[src/rtl/ppm_if.sv]
// Result port of the pulse parameter meter: timestamps, overflow flag and
// a valid/ready handshake. The meter drives through master, the consumer through slave.
interface ppm_if #(
  parameter int WIDTH = 16
) ();
  logic [WIDTH-1:0] t_rise;
  logic [WIDTH-1:0] t_fall;
  logic             valid;
  logic             ready;
  logic             ovf;

  modport master (
    output t_rise,
    output t_fall,
    output valid,
    output ovf,
    input  ready
  );

  modport slave (
    input  t_rise,
    input  t_fall,
    input  valid,
    input  ovf,
    output ready
  );
endinterface

[src/rtl/ppm_unit.sv]
// Pulse parameter meter: timestamps the first rise and following fall of din
// in cycles after trig. Define PPM_FILTER_EN to add a FILT_LEN-sample glitch filter.
//
// state | meaning
// IDLE  | no measurement, waiting for trig
// ARMED | counter running, waiting for a synchronized 0->1
// HIGH  | rise captured, waiting for a synchronized 1->0
// DONE  | result presented on the port until valid&&ready
module ppm_unit #(
  parameter int WIDTH       = 16,
  parameter int SYNC_STAGES = 2,
  parameter int FILT_LEN    = 3
) (
  input  logic  clk,
  input  logic  rstn,
  input  logic  trig,
  input  logic  din,
  ppm_if.master res,
  output logic  missed,
  output logic  busy
);

  localparam logic [1:0] ST_IDLE  = 2'd0;
  localparam logic [1:0] ST_ARMED = 2'd1;
  localparam logic [1:0] ST_HIGH  = 2'd2;
  localparam logic [1:0] ST_DONE  = 2'd3;

  // Cycles between a din sample at the first sync flop and the edge that
  // latches its timestamp, minus one; subtracted from the counter at capture.
`ifdef PPM_FILTER_EN
  localparam int LAT = SYNC_STAGES - 1 + FILT_LEN - 1;
`else
  localparam int LAT = SYNC_STAGES - 1;
`endif
  localparam logic [WIDTH-1:0] LAT_W   = WIDTH'(LAT);
  localparam logic [WIDTH-1:0] CNT_MAX = '1;

  generate
    if (SYNC_STAGES < 2 || SYNC_STAGES > 4 || FILT_LEN < 1) begin : g_param_check
      $error("ppm_unit: SYNC_STAGES must be 2..4 and FILT_LEN at least 1");
    end
  endgenerate

  logic [1:0]             state_q, state_d;
  logic [WIDTH-1:0]       cnt_q, cnt_d;
  logic [SYNC_STAGES-1:0] sync_q, sync_d;
  logic                   filt_q, filt_d;
  logic [WIDTH-1:0]       t_rise_q, t_rise_d;
  logic [WIDTH-1:0]       t_fall_q, t_fall_d;
  logic                   ovf_q, ovf_d;
  logic                   missed_q, missed_d;

  logic                   raw;
  logic                   evt;
  logic                   valid;
  logic                   hs;
  logic                   trig_ok;
  logic                   sat;
  logic                   early;
  logic [WIDTH-1:0]       ts;

  always_comb begin
    sync_d = {sync_q[SYNC_STAGES-2:0], din};
    raw    = sync_q[SYNC_STAGES-1];
  end

`ifdef PPM_FILTER_EN
  localparam int RUN_W = (FILT_LEN > 1) ? $clog2(FILT_LEN) : 1;

  logic [RUN_W-1:0] run_q, run_d;

  // run_q counts consecutive samples differing from the filtered level;
  // the FILT_LEN-th such sample flips the level and raises evt.
  always_comb begin
    run_d  = '0;
    filt_d = filt_q;
    evt    = 1'b0;
    if (raw != filt_q) begin
      if (run_q == RUN_W'(FILT_LEN - 1)) begin
        evt    = 1'b1;
        filt_d = raw;
      end else begin
        run_d = run_q + 1'b1;
      end
    end
  end

  always_ff @(posedge clk or negedge rstn) begin
    if (!rstn) run_q <= '0;
    else       run_q <= run_d;
  end
`else
  always_comb begin
    filt_d = raw;
    evt    = (raw != filt_q);
  end
`endif

  always_comb begin
    valid   = (state_q == ST_DONE);
    hs      = valid & res.ready;
    trig_ok = trig & (~valid | hs);
    sat     = (cnt_q == CNT_MAX);
    // Edges sampled before the arming edge must not count as a rise.
    early   = (cnt_q < LAT_W);
    ts      = cnt_q - LAT_W;

    state_d  = state_q;
    t_rise_d = t_rise_q;
    t_fall_d = t_fall_q;
    ovf_d    = ovf_q;
    missed_d = missed_q;

    if (trig_ok)  cnt_d = '0;
    else if (sat) cnt_d = cnt_q;
    else          cnt_d = cnt_q + 1'b1;

    case (state_q)
      ST_IDLE: begin
        if (trig) state_d = ST_ARMED;
      end
      ST_ARMED: begin
        if (trig) begin
          state_d = ST_ARMED;
        end else if (sat) begin
          state_d  = ST_DONE;
          ovf_d    = 1'b1;
          t_rise_d = CNT_MAX;
          t_fall_d = CNT_MAX;
        end else if (evt && raw && !early) begin
          state_d  = ST_HIGH;
          t_rise_d = ts;
        end
      end
      ST_HIGH: begin
        if (trig) begin
          state_d = ST_ARMED;
        end else if (sat) begin
          state_d  = ST_DONE;
          ovf_d    = 1'b1;
          t_fall_d = CNT_MAX;
        end else if (evt && !raw) begin
          state_d  = ST_DONE;
          t_fall_d = ts;
        end
      end
      ST_DONE: begin
        if (hs) begin
          ovf_d    = 1'b0;
          missed_d = 1'b0;
          state_d  = trig ? ST_ARMED : ST_IDLE;
        end else if (trig) begin
          missed_d = 1'b1;
        end
      end
      default: state_d = ST_IDLE;
    endcase
  end

  always_ff @(posedge clk or negedge rstn) begin
    if (!rstn) begin
      state_q  <= ST_IDLE;
      cnt_q    <= '0;
      sync_q   <= '0;
      filt_q   <= 1'b0;
      t_rise_q <= '0;
      t_fall_q <= '0;
      ovf_q    <= 1'b0;
      missed_q <= 1'b0;
    end else begin
      state_q  <= state_d;
      cnt_q    <= cnt_d;
      sync_q   <= sync_d;
      filt_q   <= filt_d;
      t_rise_q <= t_rise_d;
      t_fall_q <= t_fall_d;
      ovf_q    <= ovf_d;
      missed_q <= missed_d;
    end
  end

  assign res.t_rise = t_rise_q;
  assign res.t_fall = t_fall_q;
  assign res.valid  = valid;
  assign res.ovf    = ovf_q;
  assign missed     = missed_q;
  assign busy       = (state_q == ST_ARMED) || (state_q == ST_HIGH);

endmodule

[src/flat_wrapper.sv]
// flat-port wrapper written by rule: the top's interface ports become plain ports
module ppm_unit_flat 
#(
  parameter int WIDTH       = 16,
  parameter int SYNC_STAGES = 2,
  parameter int FILT_LEN    = 3
)
  (clk, rstn, trig, din, missed, busy, res_t_rise, res_t_fall, res_valid, res_ovf, res_ready);
  ppm_if #(.WIDTH(WIDTH)) res_i ();
  input  logic clk;
  input  logic rstn;
  input  logic trig;
  input  logic din;
  output logic missed;
  output logic busy;
  output wire logic [$bits(res_i.t_rise)-1:0] res_t_rise;
  output wire logic [$bits(res_i.t_fall)-1:0] res_t_fall;
  output wire logic [$bits(res_i.valid)-1:0] res_valid;
  output wire logic [$bits(res_i.ovf)-1:0] res_ovf;
  input wire logic [$bits(res_i.ready)-1:0] res_ready;
  assign res_t_rise = res_i.t_rise;
  assign res_t_fall = res_i.t_fall;
  assign res_valid = res_i.valid;
  assign res_ovf = res_i.ovf;
  assign res_i.ready = res_ready;
  ppm_unit #(.WIDTH(WIDTH), .SYNC_STAGES(SYNC_STAGES), .FILT_LEN(FILT_LEN)) u_core (.clk(clk), .rstn(rstn), .trig(trig), .din(din), .res(res_i), .missed(missed), .busy(busy));
endmodule
[config.mk]
export PLATFORM = sky130hd
export DESIGN_NAME = ppm_unit_flat
export DESIGN_NICKNAME = d
export VERILOG_FILES = /design/src/rtl/ppm_if.sv /design/src/rtl/ppm_unit.sv /design/src/flat_wrapper.sv
export SDC_FILE = /design/constraint.sdc
export NUM_CORES = 1
export LEC_CHECK = 0
export BUFFER_PORTS_ARGS = -buffer_cell sky130_fd_sc_hd__buf_2
export CORE_ASPECT_RATIO = 0.7
export CORE_MARGIN = 3
export CORE_UTILIZATION = 57
export DETAILED_ROUTE_END_ITERATION = 8
export PLACE_DENSITY = 0.8
export SYNTH_ARGS = -nofsm -noshare
export SYNTH_HDL_FRONTEND = slang
export SYNTH_SLANG_ARGS = --single-unit
[constraint.sdc]
create_clock -name clk -period 2.4 [get_ports clk]
set_input_delay 0.48 -clock clk [delete_from_list [all_inputs] [get_ports clk]]
set_output_delay 0.48 -clock clk [all_outputs]
set_load 0.05 [all_outputs]
==> results of run 1 <==
[area by class of cell]
cell class / count / area [sq um] / area share
Timing Repair Buffer: 57 / 352.8 / 0.1072
Inverter: 14 / 52.55 / 0.01597
Clock inverter: 2 / 38.79 / 0.01179
Sequential cell: 55 / 1376 / 0.4183
Tap cell: 66 / 82.58 / 0.02510
Multi-Input combinational cell: 188 / 1305 / 0.3966
Clock buffer: 6 / 82.58 / 0.02510
[routing by layer]
metal,track usage,part of all wire,up-vias
met1,0.3384,0.50,1034
met5,0,0,-
met4,0.05725,0.0084,0
met3,0.04408,0.065,7
li1,-,-,1053
met2,0.3302,0.42,68
[worst max path at each step]
stage                         start                     to  slack, ns  cells past startpoint
finish              u_core.cnt_q[9]  u_core.res.t_fall[13]       0.18                      6
detailed placement  u_core.cnt_q[0]  u_core.res.t_rise[15]       0.23                      6
floorplan           u_core.cnt_q[0]  u_core.res.t_rise[15]       0.29                      7
CTS                 u_core.cnt_q[0]  u_core.res.t_rise[15]       0.19                      6
global placement    u_core.cnt_q[0]   u_core.res.t_rise[3]       0.29                      7
global route        u_core.cnt_q[1]  u_core.res.t_fall[13]       0.05                      7
[cell usage in the layout, fill, tap and decap left out, types with 2 or more instances in the layout]
master,Yosys,final
buf_2,10,40
nand3b_1,2,2
clkbuf_8,0,6
nor2b_1,3,3
nor2_1,39,39
buf_12,0,2
xor2_1,11,11
nor3b_1,3,3
buf_4,2,15
nand2b_1,2,2
or3_1,2,2
a31oi_1,8,8
nand3_1,9,9
a41oi_1,2,2
mux2i_1,12,12
mux2_2,6,6
o21bai_1,2,2
nand4_2,2,2
inv_1,14,14
nand2_1,8,8
o22a_1,4,4
nand4_1,4,4
nor3_1,12,12
xnor2_1,11,11
o21ai_0,6,6
ha_1,7,7
dfrtp_1,55,55
o31a_1,2,2
nor4_1,3,3
a21oi_1,11,11
[through the flow]
step / setup slack [ns] / power (uW)
CTS: 0.1889 / 4203
global route: 0.05224 / 4428
finish: 0.1847 / 4192
global placement: 0.2861 / 3517
detailed placement: 0.2308 / 3559
floorplan: 0.2930 / 3040
[cells by family after synthesis]
| group | Yosys count |
|---|---|
| buffers and inverters | 32 |
| muxes | 18 |
| xor gates and xnor gates | 22 |
| adders and majority gates | 7 |
| DFF | 55 |
| AOI/OAI and AO/OA | 42 |
| and+or+nand+nor | 99 |
[state kept, by name (all words and copies together) (netlist names)]
name / count
u_core.cnt_q: 16
u_core.filt_q: 1
u_core.sync_q: 2
u_core.res.t_rise: 16
u_core.missed: 1
u_core.state_q: 2
u_core.res.t_fall: 16
u_core.res.ovf: 1
[worst max-delay path: cells and delay by family (launching register included)]
family	cells	cell delay [ns]
AO/OA/AOI/OAI	2	0.35
buffers and inverters	1	0.19
flip-flops	1	0.56
AND/OR/NAND/NOR	3	0.99
[power by group]
part	leakage [uW]	switching, uW	internal (uW)
combinational	0.000814	1580	591
clock	0.0000618	299	343
sequential	0.000655	176	1210
==> flow_summary.ini, run 1 <==
[logic_synthesis]
synthesis.instances = 275
synthArstFlopShare = 1.000
ys_types = 46
synthTopCellsByCount = dfrtp_1 (55), nor2_1 (39), inv_1 (14)
synthMuxAreaShare = 0.06620
synth.top_cell.area_share = 0.4854
synth-xor-area-share = 0.06796
synth_top_flop_cell = dfrtp_1
yosysMostFrequentCell = dfrtp_1
synth_edf_count = 0
synthTopCellsByArea = dfrtp_1 (49%), nor2_1 (5.2%), mux2i_1 (4.2%)
synth_top_area_cell = dfrtp_1
synth_fa_ha_area_frac = 0.03089
synth_compound_area_frac = 0.1011
seq_area_frac_synth = 0.4854
ys_seq_elements = 55
syn_area_sq_um = 2835
synth.avg_cell_area_sq_um = 10.31
synth_warnings = 0
synth_nets = 287
synth-simple-area-share = 0.1911
synth_top_family_by_area = simple AND/OR/NAND/NOR gates

[floorplanning]
die_x_um = 90.30
core_area_sq_um = 4554
dieArea_sq_um = 5870
rows = 20
initial_core_util = 0.6225
die_height_um = 65.01
ioPinCount = 41

[critical_path]
crit_path_end_kind = flip-flop
cp.required_ns = 2.60
r2r_slack_ns = 0.18
cpPeakStageDelay_ns = 0.63
worstPathMaxFanout = 29
crit_path_cell_trace = nand4_2 > or4_1 > a21oi_4 > buf_12 > nand2_4 > o22a_1
worstReg2RegEnd = u_core.res.t_fall[13]
start_kind = flip-flop
arrival_ns = 2.42
worst-setup-path-type = flip-flop to flip-flop
ff2ff_path_depth = 6
r2r_start = u_core.cnt_q[9]
crit_slowest_cell = or4_1

[route]
routed_wl_um = 6043
viasPerCell = 5.572
antenna_left = 0
drt_iter0_drc = 180
firstDrtPassIters = 4
wire_per_inst_um = 15.57
drc = 0
vias = 2162

[run]
drv_cap = 0

[clock_network]
post-cts-setup-buffers = 0
cts_buffers = 5
cts_num_sinks = 55
clk_pin_slew_ns = 0.10
cts_resized = 0
cts_buffer_depth = 2
ctsHoldBuffers = 0
cts_root_buf = clkbuf_8
h-tree-depth = 2
clk_latency_ns = 0.31
cts_tree = yes

[outcome]
status = complete, no violations

[global_route]
grt_overflow = 0
grt_pass1_wl_um = 10360
grt_use_total = 0.2237
antenna_found_initial = 0
grt_pass1_vias = 2051
grt_start_max_net_pins = 56

[power_and_ir_drop]
p_leak_uw = 0.001530
ir_drop_mv = 0.7193
powerDensity_nw_per_um2 = 1274

[timing]
slew_violations = 0
fmax_mhz = 451.4
rsz0062_at_grt = no
setup-violations-final = 0
whs_ns = 0.1415
worstMarginPinSlew_ns = 0.4856
finalHoldViolations = 0
slew_headroom = 0.6735
skew_ns = 0.004639
min_period_ns = 2.215
fin_setup_tns_ns = 0
fin_crit_sh = 0.9230

[worst_hold_path]
worstHoldPathType = input pin to asynchronous set/reset pin

[place]
placed_area_sq_um = 3161
dp_hpwl_um = 4531
gp_congestion = 0.9394
portBuffers = 40
dp.cells = 380

[cells_and_area]
finalNonFillerCells = 388
postLayoutCoreUtil = 0.7225
antenna_cells = 0
design_area_sq_um = 3291
num-fill-cells = 340
area_growth_pct = 16.06
nets = 333
drive_gt1_frac = 0.2516
Power figures use the tool's default switching activity.
==> inputs of run 2 (changes only) <==
--- a/config.mk
+++ b/config.mk
@@ -6,11 +6,13 @@
 export NUM_CORES = 1
 export LEC_CHECK = 0
 export BUFFER_PORTS_ARGS = -buffer_cell sky130_fd_sc_hd__buf_2
+export CELL_PAD_IN_SITES_DETAIL_PLACEMENT = 0
+export CELL_PAD_IN_SITES_GLOBAL_PLACEMENT = 1
 export CORE_ASPECT_RATIO = 0.7
 export CORE_MARGIN = 3
-export CORE_UTILIZATION = 57
+export CORE_UTILIZATION = 44
 export DETAILED_ROUTE_END_ITERATION = 8
-export PLACE_DENSITY = 0.8
+export PLACE_DENSITY = 0.79
 export SYNTH_ARGS = -nofsm -noshare
 export SYNTH_HDL_FRONTEND = slang
 export SYNTH_SLANG_ARGS = --single-unit
==> run 2 against run 1 <==
Routed wire length grew 5.8%. Critical path type unchanged. Clock-buffer cell count grew 1. Largest cell class unchanged. Critical path depth is the same.
==> flow_summary.ini, run 2 (synthesis gave the netlist of run 1 again) <==
[route]
viasPerCell = 5.320
firstDrtPassIters = 4
drt_iter0_drc = 96
antenna_left = 0
vias = 2128
routed_wl_um = 6395
wire_per_inst_um = 15.99
drc = 0

[clock_network]
cts_tree = yes
cts_resized = 0
cts_root_buf = clkbuf_8
cts_buffers = 5
clk_pin_slew_ns = 0.10
cts_num_sinks = 55
cts_buffer_depth = 2
ctsHoldBuffers = 0
h-tree-depth = 2
clk_latency_ns = 0.30
post-cts-setup-buffers = 0

[place]
portBuffers = 40
dp_hpwl_um = 4832
gp_congestion = 0.8671
pre_cts_slack_ns = 0.2736
placed_area_sq_um = 3182

[floorplanning]
die_height_um = 73.16
initial_core_util = 0.4737
rows = 23
ioPinCount = 41
die_x_um = 101.9
core_area_sq_um = 5986
dieArea_sq_um = 7458

[cells_and_area]
nets = 336
design_area_sq_um = 3277
antenna_cells = 0
num-fill-cells = 558
final_cell_mix = dfrtp_1 (55), buf_2 (40), nor2_1 (39)
layout_commonest_cell = dfrtp_1
drive_gt1_frac = 0.2554
area_growth_pct = 15.58

[global_route]
grt_use_total = 0.1803
grt_start_max_net_pins = 31
grt_pass1_wl_um = 10430
grt_overflow = 0
grt_pass1_vias = 2005
antenna_found_initial = 0

[critical_path]
arrival_ns = 2.38
start_kind = flip-flop
ff2ff_path_depth = 6
worst-setup-path-type = flip-flop to flip-flop
r2r_slack_ns = 0.25
worstPathMaxFanout = 20
cp.required_ns = 2.63
worstReg2RegEnd = u_core.res.t_fall[8]
r2r_start = u_core.cnt_q[10]
crit_path_end_kind = flip-flop

[timing]
setup_slack_ns = 0.2466
rsz0062_at_grt = no
fmax_mhz = 464.4
worstMarginPinSlew_ns = 0.6245
setup-violations-final = 0
finalHoldViolations = 0
slew_headroom = 0.5837
slew_violations = 0
fin_setup_tns_ns = 0
min_period_ns = 2.153
skew_ns = 0.008748
fin_crit_sh = 0.8972

[power_and_ir_drop]
fin_total_pwr_uw = 4081
powerDensity_nw_per_um2 = 1245
ir_drop_mv = 0.4863
p_leak_uw = 0.001526

[outcome]
status = complete, no violations

[run]
drv_cap = 0

[worst_hold_path]
worstHoldPathType = input pin to asynchronous set/reset pin
[run 2: power breakdown]
group	switching (uW)	internal (uW)	leakage (uW)
logic	1570	586	0.000822
clock network	297	237	0.0000484
registers	184	1210	0.000655
total	2050	2030	0.00153
[run 2: critical path: stages (launching register included)]
cell and delay [ns]:
dfrtp_1 0.51, nand4_2 0.24, or4_1 0.65, a21oi_4 0.21, buf_4 0.26, nor2_1 0.06, a31oi_1 0.15
[run 2: area by class of cell]
| class | count | area, sq um | share of cell area |
|---|---|---|---|
| repair buffers | 60 | 362.8 | 0.1107 |
| well taps | 75 | 93.84 | 0.02864 |
| inverters | 14 | 52.55 | 0.01604 |
| clock buffers | 7 | 86.33 | 0.02635 |
| clock inverters | 1 | 8.758 | 0.002673 |
| flip-flops and latches | 55 | 1376 | 0.4200 |
| multi-input cells | 188 | 1296 | 0.3956 |
[run 2: worst max path at each step]
stage                     start                    end  slack, ns  depth (start not counted)
6_report       u_core.cnt_q[10]   u_core.res.t_fall[8]       0.25                          6
5_1_grt         u_core.cnt_q[0]   u_core.res.t_rise[9]       0.03                          7
4_1_cts        u_core.cnt_q[10]   u_core.res.t_fall[8]       0.25                          6
3_5_place_dp   u_core.cnt_q[10]   u_core.res.t_fall[8]       0.27                          6
3_3_place_gp   u_core.cnt_q[10]   u_core.res.t_fall[6]       0.31                          6
2_1_floorplan   u_core.cnt_q[0]  u_core.res.t_rise[15]       0.29                          7
[run 2: through the flow]
stage               utilization  std cells  hold WS [ns]
floorplan                     -        275        0.1844
global placement         0.5316        392        0.3351
detailed placement       0.5316        392        0.3355
CTS                      0.5475        400        0.2002
global route             0.5475        400        0.2134
finish                   0.5475        400        0.1684
[run 2: metal layers]
| layer | share of wire | track usage | routed length, um |
|---|---|---|---|
| met1 | 0.56 | 0.3012 | 3562 |
| met2 | 0.39 | 0.2391 | 2486 |
| met3 | 0.050 | 0.03534 | 322 |
| met4 | 0.0038 | 0.03057 | 24 |
| met5 | 0 | 0 | 0 |
==> inputs of run 3 (changes only) <==
--- a/config.mk
+++ b/config.mk
@@ -12,7 +12,7 @@
 export CORE_MARGIN = 3
 export CORE_UTILIZATION = 44
 export DETAILED_ROUTE_END_ITERATION = 8
-export PLACE_DENSITY = 0.79
+export PLACE_DENSITY_LB_ADDON = 0.1
 export SYNTH_ARGS = -nofsm -noshare
 export SYNTH_HDL_FRONTEND = slang
 export SYNTH_SLANG_ARGS = --single-unit
==> run 3 against run 2 <==
Die area is the same. Register-to-register slack lost 0.05 ns. Flip-flop and latch count is the same. Worst setup slack lost 0.049 ns. Critical path type unchanged. Critical endpoint is now u_core.res.t_rise[12].
==> flow_summary.ini, run 3 (synthesis gave the netlist of run 1 again) <==
[place]
gp_congestion = 0.8964
dp_hpwl_um = 4747
portBuffers = 40
dp.cells = 396

[route]
vias = 2090
drt_iter0_drc = 100
antenna_left = 0
wire_per_inst_um = 15.54
dr_wl_met3_um = 373
viasPerCell = 5.160
highest_layer = met4
routed_wl_um = 6294
drc = 0
dr_wl_met2_um = 2357
drt-met1-wl_um = 3491
firstDrtPassIters = 4

[outcome]
status = complete, no violations

[power_and_ir_drop]
powerDensity_nw_per_um2 = 1233
fin_total_pwr_uw = 4141
ir_drop_mv = 0.6004
p_leak_uw = 0.001567

[critical_path]
cpPeakStageDelay_ns = 0.47
r2r_start = u_core.cnt_q[1]
cpLargestDelayFamily = simple AND/OR/NAND/NOR gates
crit_path_end_kind = flip-flop
ff2ff_path_depth = 6
r2r_slack_ns = 0.20
cp.required_ns = 2.60
arrival_ns = 2.40
crit_path_cell_trace = ha_1 > nand3_1 > nor3_2 > and3b_1 > a31o_4 > mux2_2
worst-setup-path-type = flip-flop to flip-flop
worstReg2RegEnd = u_core.res.t_rise[12]
start_kind = flip-flop
worstPathMaxFanout = 13
crit_buf_inv = 0
crit_slowest_cell = dfrtp_1

[worst_hold_path]
worstHoldPathType = input pin to asynchronous set/reset pin

[clock_network]
clk_latency_ns = 0.31
cts_root_buf = clkbuf_8
cts_num_sinks = 55
cts_buffer_depth = 2
cts_buffers = 5
clk_pin_slew_ns = 0.10
cts_tree = yes
h-tree-depth = 2

[timing]
finalHoldViolations = 0
fmax_mhz = 454.2
worstMarginPinSlew_ns = 0.5625
min_period_ns = 2.202
setup-violations-final = 0
fin_setup_tns_ns = 0
fin_crit_sh = 0.9175
slew_headroom = 0.6250
skew_ns = 0.007371
slew_violations = 0

[run]
drv_cap = 0

[floorplanning]
die_height_um = 73.16
core_area_sq_um = 5986
ioPinCount = 41
die_x_um = 101.9
initial_core_util = 0.4737
rows = 23
dieArea_sq_um = 7458

[cells_and_area]
finalNonFillerCells = 405
drive_gt1_frac = 0.2727
area_growth_pct = 18.49
final_cell_mix = dfrtp_1 (55), buf_2 (40), nor2_1 (39)
layout_commonest_cell = dfrtp_1
antenna_cells = 0
nets = 342

[global_route]
grt_overflow = 0
grt_use_total = 0.1832
grt_start_max_net_pins = 33
antenna_found_initial = 0
grt_pass1_wl_um = 10450
grt_pass1_vias = 1982
-- run 3: cell count changes in the layout (fill, tap and decap cells not counted) --
cell and delta:
or4_1 -1, buf_12 +1, buf_4 +5, a31o_4 +1, clkinv_4 -1, nor3_2 +1
clkbuf_8 -1, bufinv_16 +1, nor3_1 -1, or4_4 +1, a31o_2 -1
-- run 3: layout make-up --
cell class                      count  area (sq um)
Multi-Input combinational cell    188          1314
Tap cell                           75         93.84
Sequential cell                    55          1376
Clock buffer                        6         72.57
Timing Repair Buffer               66         420.4
Inverter                           14         52.55
Clock inverter                      1         30.03
Fill cell                         546          2626
-- run 3: stage by stage --
step | hold slack [ns] | setup WS (ns) | area, sq um | util
finish | 0.1458 | 0.1981 | 3359 | 0.5612
global route | 0.1778 | -0.003099 | 3359 | 0.5612
CTS | 0.1583 | 0.009818 | 3327 | 0.5558
detailed placement | 0.3358 | 0.04819 | 3224 | 0.5387
global placement | 0.3336 | 0.1389 | 3224 | 0.5387
floorplan | 0.1844 | 0.2930 | 2835 | -
-- run 3: worst max path at each step --
stage                                from               endpoint  slack, ns  cells past startpoint
after floorplan           u_core.cnt_q[0]  u_core.res.t_rise[15]       0.29                      7
after global placement    u_core.cnt_q[1]  u_core.res.t_rise[13]       0.14                      6
after detailed placement  u_core.cnt_q[1]  u_core.res.t_rise[12]       0.05                      6
after CTS                 u_core.cnt_q[1]  u_core.res.t_rise[12]       0.01                      6
after global routing      u_core.cnt_q[1]  u_core.res.t_rise[13]     -0.003                      6
final                     u_core.cnt_q[1]  u_core.res.t_rise[12]       0.20                      6
-- run 3: worst register-to-register path, cell delays in order (launching register included) --
cell and delay, ns:
dfrtp_1 0.47, ha_1 0.25, nand3_1 0.20, nor3_2 0.22, and3b_1 0.29, a31o_4 0.28, mux2_2 0.38
-- run 3: per-layer routing --
layer  global-route usage  vias to the layer above
met1               0.2945                      959
met4              0.05095                        0
li1                     -                     1068
met3              0.04202                        8
met5                    0                        -
met2               0.2413                       55
-- run 3: timing repair --
item	CTS	global route
buffers inserted	0	2
hold endpoints to repair	0	0
setup endpoints to repair	0	14
hold buffers	0	0
resized for setup	0	3
-- run 3: power breakdown --
group	switching, uW	internal (uW)
registers	155	1200
logic	1580	602
clock network	295	306
